$ cat src/rtl/sher_vi_pkg.sv
// Shared types and constants for the SHER VI multi-cycle control unit.
// Optional halt support is enabled by defining SHER_VI_HALT_EN.
package sher_vi_pkg;

   typedef enum logic [3:0] {
      ST_FETCH  = 4'd0,
      ST_DECODE = 4'd1,
      ST_EXEC   = 4'd2,
      ST_ALU_WB = 4'd3,
      ST_CMP_WB = 4'd4,
      ST_PTR    = 4'd5,
      ST_PTR_SP = 4'd6,
      ST_LI     = 4'd7,
      ST_BR     = 4'd8,
      ST_HALT   = 4'd9
   } state_e;

   localparam logic [1:0] CLS_ALU    = 2'b00;
   localparam logic [1:0] CLS_PTR    = 2'b01;
   localparam logic [1:0] CLS_LI     = 2'b10;
   localparam logic [1:0] CLS_BR     = 2'b11;
   localparam logic [2:0] CMP_F3_MIN = 3'b110;
   localparam logic [4:0] HALT_CODE  = 5'b10011;

   typedef struct packed {
      logic       halted;
      logic       common;
      logic       spwrite;
      logic       tspwrite;
      logic       writezero;
      logic       memwrite;
      logic       skipcmp;
      logic       generic;
      logic [1:0] datain;
   } ctrl_t;

   // Funct3 values at or above the threshold are compares, written back only if CMP.
   function automatic logic is_cmp(input logic [2:0] f3);
      return (f3 >= CMP_F3_MIN);
   endfunction

   function automatic state_e decode_next(input logic [4:0] op);
      state_e nxt;
      case (op[1:0])
         CLS_ALU: nxt = ST_EXEC;
         CLS_PTR: begin
            case (op[4:3])
               2'b00:   nxt = ST_PTR;
               2'b01:   nxt = ST_PTR_SP;
               default: nxt = ST_FETCH;
            endcase
         end
         CLS_LI:  nxt = ST_LI;
         CLS_BR:  nxt = ST_EXEC;
         default: nxt = ST_FETCH;
      endcase
      return nxt;
   endfunction

endpackage

$ cat src/rtl/sher_vi_ctrl_outdec.sv
// Moore output table: maps the FSM state onto the datapath control vector.
module sher_vi_ctrl_outdec
   import sher_vi_pkg::*;
(
   input  state_e state_i,
   output ctrl_t  ctrl_o
);

   // State-to-control lookup; anything not listed stays inactive.
   always_comb begin
      ctrl_o = '0;
      case (state_i)
         ST_FETCH: begin
            ctrl_o.common  = 1'b1;
            ctrl_o.generic = 1'b1;
            ctrl_o.skipcmp = 1'b1;
         end
         ST_DECODE: ctrl_o.generic = 1'b1;
         ST_EXEC:   ctrl_o = '0;
         ST_ALU_WB: begin
            ctrl_o.memwrite = 1'b1;
            ctrl_o.skipcmp  = 1'b1;
            ctrl_o.datain   = 2'b01;
         end
         ST_CMP_WB: begin
            ctrl_o.memwrite = 1'b1;
            ctrl_o.datain   = 2'b01;
         end
         ST_PTR:    ctrl_o.tspwrite = 1'b1;
         ST_PTR_SP: begin
            ctrl_o.tspwrite = 1'b1;
            ctrl_o.spwrite  = 1'b1;
            ctrl_o.skipcmp  = 1'b1;
         end
         ST_LI: begin
            ctrl_o.memwrite = 1'b1;
            ctrl_o.skipcmp  = 1'b1;
            ctrl_o.datain   = 2'b00;
         end
         ST_BR: begin
            ctrl_o.common    = 1'b1;
            ctrl_o.writezero = 1'b1;
            ctrl_o.datain    = 2'b10;
         end
         ST_HALT:   ctrl_o.halted = 1'b1;
         default:   ctrl_o = '0;
      endcase
   end

endmodule

$ cat src/rtl/sher_vi_ctrl_fsm.sv
// SHER VI control FSM: fetch/decode/execute/writeback sequencing.
// Define SHER_VI_HALT_EN to add the HALT opcode and the halted output.
module sher_vi_ctrl_fsm
   import sher_vi_pkg::*;
#(
   parameter int CODE_W = 5
) (
   input  logic              CLK,
   input  logic              Reset,
   input  logic [CODE_W-1:0] code,
   output logic              COMMON,
   output logic              SPWRITE,
   output logic              TSPWRITE,
   output logic              WRITEZERO,
   output logic              MEMWRITE,
   output logic              SKIPCMP,
   output logic              GENERIC,
`ifdef SHER_VI_HALT_EN
   output logic              halted,
`endif
   output logic [1:0]        DATAIN
);

   state_e      state_q;
   logic [4:0]  op_q;
   ctrl_t       dec_s;
   ctrl_t       ctrl_s;

   // State register and next-state logic; the opcode is captured in DECODE only.
   always_ff @(posedge CLK) begin
      if (!Reset) begin
         state_q <= ST_FETCH;
         op_q    <= 5'b00000;
      end else begin
         case (state_q)
            ST_FETCH:  state_q <= ST_DECODE;
            ST_DECODE: begin
               op_q <= code;
`ifdef SHER_VI_HALT_EN
               if (code == HALT_CODE) begin
                  state_q <= ST_HALT;
               end else begin
                  state_q <= decode_next(code);
               end
`else
               state_q <= decode_next(code);
`endif
            end
            ST_EXEC: begin
               if (op_q[1:0] == CLS_BR) begin
                  state_q <= ST_BR;
               end else if (op_q[1:0] == CLS_ALU) begin
                  state_q <= is_cmp(op_q[4:2]) ? ST_CMP_WB : ST_ALU_WB;
               end else begin
                  state_q <= ST_FETCH;
               end
            end
`ifdef SHER_VI_HALT_EN
            ST_HALT:   state_q <= ST_HALT;
`endif
            default:   state_q <= ST_FETCH;
         endcase
      end
   end

   sher_vi_ctrl_outdec u_outdec (
      .state_i (state_q),
      .ctrl_o  (dec_s)
   );

   // Reset blanks every control line so an aborted instruction cannot write.
   always_comb begin
      if (!Reset) begin
         ctrl_s = '0;
      end else begin
         ctrl_s = dec_s;
      end
   end

   assign COMMON    = ctrl_s.common;
   assign SPWRITE   = ctrl_s.spwrite;
   assign TSPWRITE  = ctrl_s.tspwrite;
   assign WRITEZERO = ctrl_s.writezero;
   assign MEMWRITE  = ctrl_s.memwrite;
   assign SKIPCMP   = ctrl_s.skipcmp;
   assign GENERIC   = ctrl_s.generic;
   assign DATAIN    = ctrl_s.datain;

`ifdef SHER_VI_HALT_EN
   assign halted = ctrl_s.halted;
`else
   logic unused_halted_s;
   assign unused_halted_s = ctrl_s.halted;
`endif

endmodule

$ cat config.mk
export PLATFORM = sky130hd
export DESIGN_NAME = sher_vi_ctrl_fsm
export DESIGN_NICKNAME = d
export VERILOG_FILES = /design/src/rtl/sher_vi_pkg.sv /design/src/rtl/sher_vi_ctrl_outdec.sv /design/src/rtl/sher_vi_ctrl_fsm.sv
export SDC_FILE = /design/constraint.sdc
export NUM_CORES = 1
export LEC_CHECK = 0
export ABC_AREA = 1
export CORE_AREA = 2 2 39 41
export CTS_CLUSTER_DIAMETER = 80
export CTS_CLUSTER_SIZE = 25
export DETAILED_ROUTE_END_ITERATION = 10
export DIE_AREA = 0 0 41 43
export PLACE_DENSITY = 0.63
export SETUP_SLACK_MARGIN = 0.1
export SLEW_MARGIN = 15
export SYNTH_ARGS = -nofsm -noshare
export SYNTH_HDL_FRONTEND = slang
export SYNTH_SLANG_ARGS = --single-unit
$ cat constraint.sdc
create_clock -name CLK -period 1.2 [get_ports CLK]
set_clock_uncertainty 0.1 [all_clocks]
set_input_delay 0.12 -clock CLK [delete_from_list [all_inputs] [get_ports CLK]]
set_output_delay 0.12 -clock CLK [all_outputs]
set_load 0.01 [all_outputs]
==> impl_metrics.ini <==
[timing]
worst_pin_slew_ns = 0.229
finalHoldViolations = 0
fin_crit_sh_pct = 119
slew_viol_final = 0
timing.fmax_mhz = 702
fin_crit_ns = 1.42
worst_slack_ns = -0.224
setup_violations = 17
setup-tns-final_ns = -2.09
rsz0062_at_grt = true
slew_headroom_pct = 84.6

[placed_design]
place_ws_ns = -0.708
place_congestion = 0.728
placed_cell_area_um2 = 728
hpwl_um = 821
portBuffers = 14
place_inst = 117

[route]
dr_total_vias = 626
antenna_left = 0
drc = 0
post_drt_wl_per_cell_um = 11.0
vias_per_cell = 4.85
routed_wirelength_mm = 1.41
drtIter0Drc = 11
drt-pass1-iter-count = 4

[clocking]
clkTransAtPathRegs_ns = 0.05
htreeDepth = 1
postCtsHoldBufs = 0
worstSkewPairLatency_ns = 0.25
cts_root_buffer = clkbuf_4
cts_sinks = 8
clockBufferDepth = 2
cts_made_buffers = 3
cts_tree = built

[setup_path]
crit_end = MEMWRITE
worst-path-max-fanout = 5
critPathCaptureType = output port
r2r_slack_ns = -0.10
worst_r2r_path_depth = 7
reg2reg_from = state_q[3]$_SDFF_PN0_
critPathLaunchType = flop
crit_type = reg2out
r2r-end = op_q[1]$_SDFFE_PN0P_
cp.arrival_ns = 1.20
crit_start = state_q[3]$_SDFF_PN0_
required_ns = 0.98

[flow_run]
drv_cap = 0

[cells_and_area]
final_area_um2 = 905
layoutNonFillerInstCount = 129
num-fill-cells = 126
register_area_um2 = 170
multi_input_area_um2 = 372
areaGrowthSynthToFinish_pct = 89.3
drive_gt1_share_pct = 61.9
fin_nets = 122
n_antenna_cell = 0

[global_route]
grt_pass1_wl_mm = 2.10
gr-total-overflow = 0
grt_util_all_layers_pct = 18.2
grt_max_degree = 8
grt_pass1_vias = 546
antenna_found_initial = 0

[synth]
synthTopCellsByArea = dfxtp_1 34%, nand2_1 12%, a21oi_1 9.4%
synth_top_area_cell = dfxtp_1
syn_area_per_cell_um2 = 6.13
syn-num-nets = 85
synth_warnings = 0
ys_seq_area_share_pct = 33.5
ys_seq_elements = 8
syn_area_um2 = 478
yosysTopAreaCellShare_pct = 33.5
syn-instance-count = 78
synth.distinct_cells = 15

[power]
leakagePower_uw = 0.000426
swShare_pct = 37.4
power_switching_uw = 401
internal_power_uw = 673
pwr-share-comb_pct = 48.3
pwr-share-seq_pct = 33.0
irDropWorstVdd_mv = 0.865
p_clk_share_pct = 18.7
total_power_uw = 1070
p_per_area_mw_per_mm2 = 1190

[floorplan]
start_util_pct = 34.5
rows = 14
die_w_um = 41
core_mm2 = 0.00138
die_y_um = 43
fp.dieArea_mm2 = 0.00176
io_pins = 16

[min_path]
hold_class = in2reg
hold_depth = 4

[status]
outcome = complete, but fails checks
failed_checks = negative setup slack
[power by group through the flow]
| stage | sequential [uW] | clock [uW] | combinational (uW) |
|---|---|---|---|
| final | 355 | 200 | 519 |
| after global routing | 360 | 224 | 567 |
| after CTS | 348 | 207 | 451 |
| after detailed placement | 344 | 0 | 335 |
| after global placement | 344 | 0 | 334 |
| after floorplan | 341 | 0 | 212 |
[worst min-delay path by stage]
stage	to	slack, ns	startpoint
6_report	op_q[0]$_SDFFE_PN0P_	0.32	Reset
5_1_grt	op_q[0]$_SDFFE_PN0P_	0.34	Reset
4_1_cts	state_q[3]$_SDFF_PN0_	0.33	Reset
3_5_place_dp	state_q[3]$_SDFF_PN0_	0.37	op_q[0]$_SDFFE_PN0P_
3_3_place_gp	state_q[3]$_SDFF_PN0_	0.37	op_q[0]$_SDFFE_PN0P_
2_1_floorplan	op_q[0]$_SDFFE_PN0P_	0.16	Reset
[cell families (layout without fill, tap and decap cells)]
| group | count (synthesis) | in the layout | share of synthesized area [%] |
|---|---|---|---|
| buf+inv | 16 | 51 | 14.9 |
| simple gates | 37 | 37 | 33.8 |
| flops | 8 | 8 | 33.5 |
| compound gates | 17 | 17 | 17.8 |
[synthesized netlist by cell type]
cell,count
a21oi_1,9
nand2_1,15
inv_1,12
inv_2,1
nor2_2,1
nor4_1,1
nand3_1,4
nor3_1,4
o21ai_0,8
nor2_4,1
dfxtp_1,8
buf_6,1
clkinv_1,1
buf_4,1
nor2_1,11
[layout make-up]
type	count	area share, %
Multi-Input combinational cell	54	41.1
Timing Repair Buffer	34	28.6
Sequential cell	8	18.8
Inverter	14	6.78
Clock buffer	3	2.49
Tap cell	16	2.21
[what timing repair did]
action,in CTS,in global routing
resized for setup,71,20
buffers inserted,8,2
pin swaps,11,8
setup endpoints to repair,17,17
[stage by stage]
step / util (%) / hold slack, ns
2_1_floorplan: - / 0.158
6_report: 65.4 / 0.324
3_3_place_gp: 52.6 / 0.374
3_5_place_dp: 52.6 / 0.367
5_1_grt: 65.4 / 0.341
4_1_cts: 61.2 / 0.326
[metal layers]
| metal | GRT usage [%] | part of all wire (%) | vias up |
|---|---|---|---|
| met4 | 12.0 | 1.4 | 0 |
| met5 | 0 | 0 | - |
| met1 | 18.5 | 37 | 283 |
| li1 | - | - | 321 |
| met2 | 31.3 | 57 | 18 |
| met3 | 3.14 | 4.8 | 4 |
[placed cells by master (no fill, tap or decap), types with 5 or more instances in the layout]
master and count:
nor2_1 5, buf_2 9, inv_1 8, a21oi_2 6, buf_4 16, nand2_1 10
[state kept, by name, indices dropped and copies added, names as in the netlist]
signal,flops
state_q,4
op_q,4
[worst max-delay path, stage by stage (launching register included)]
cell     delay (ns)
dfxtp_4        0.36
nor2_4         0.13
inv_4          0.06
nor2_2         0.09
a21oi_2        0.05
a21oi_1        0.12
buf_2          0.14
Power figures use the tool's default switching activity.
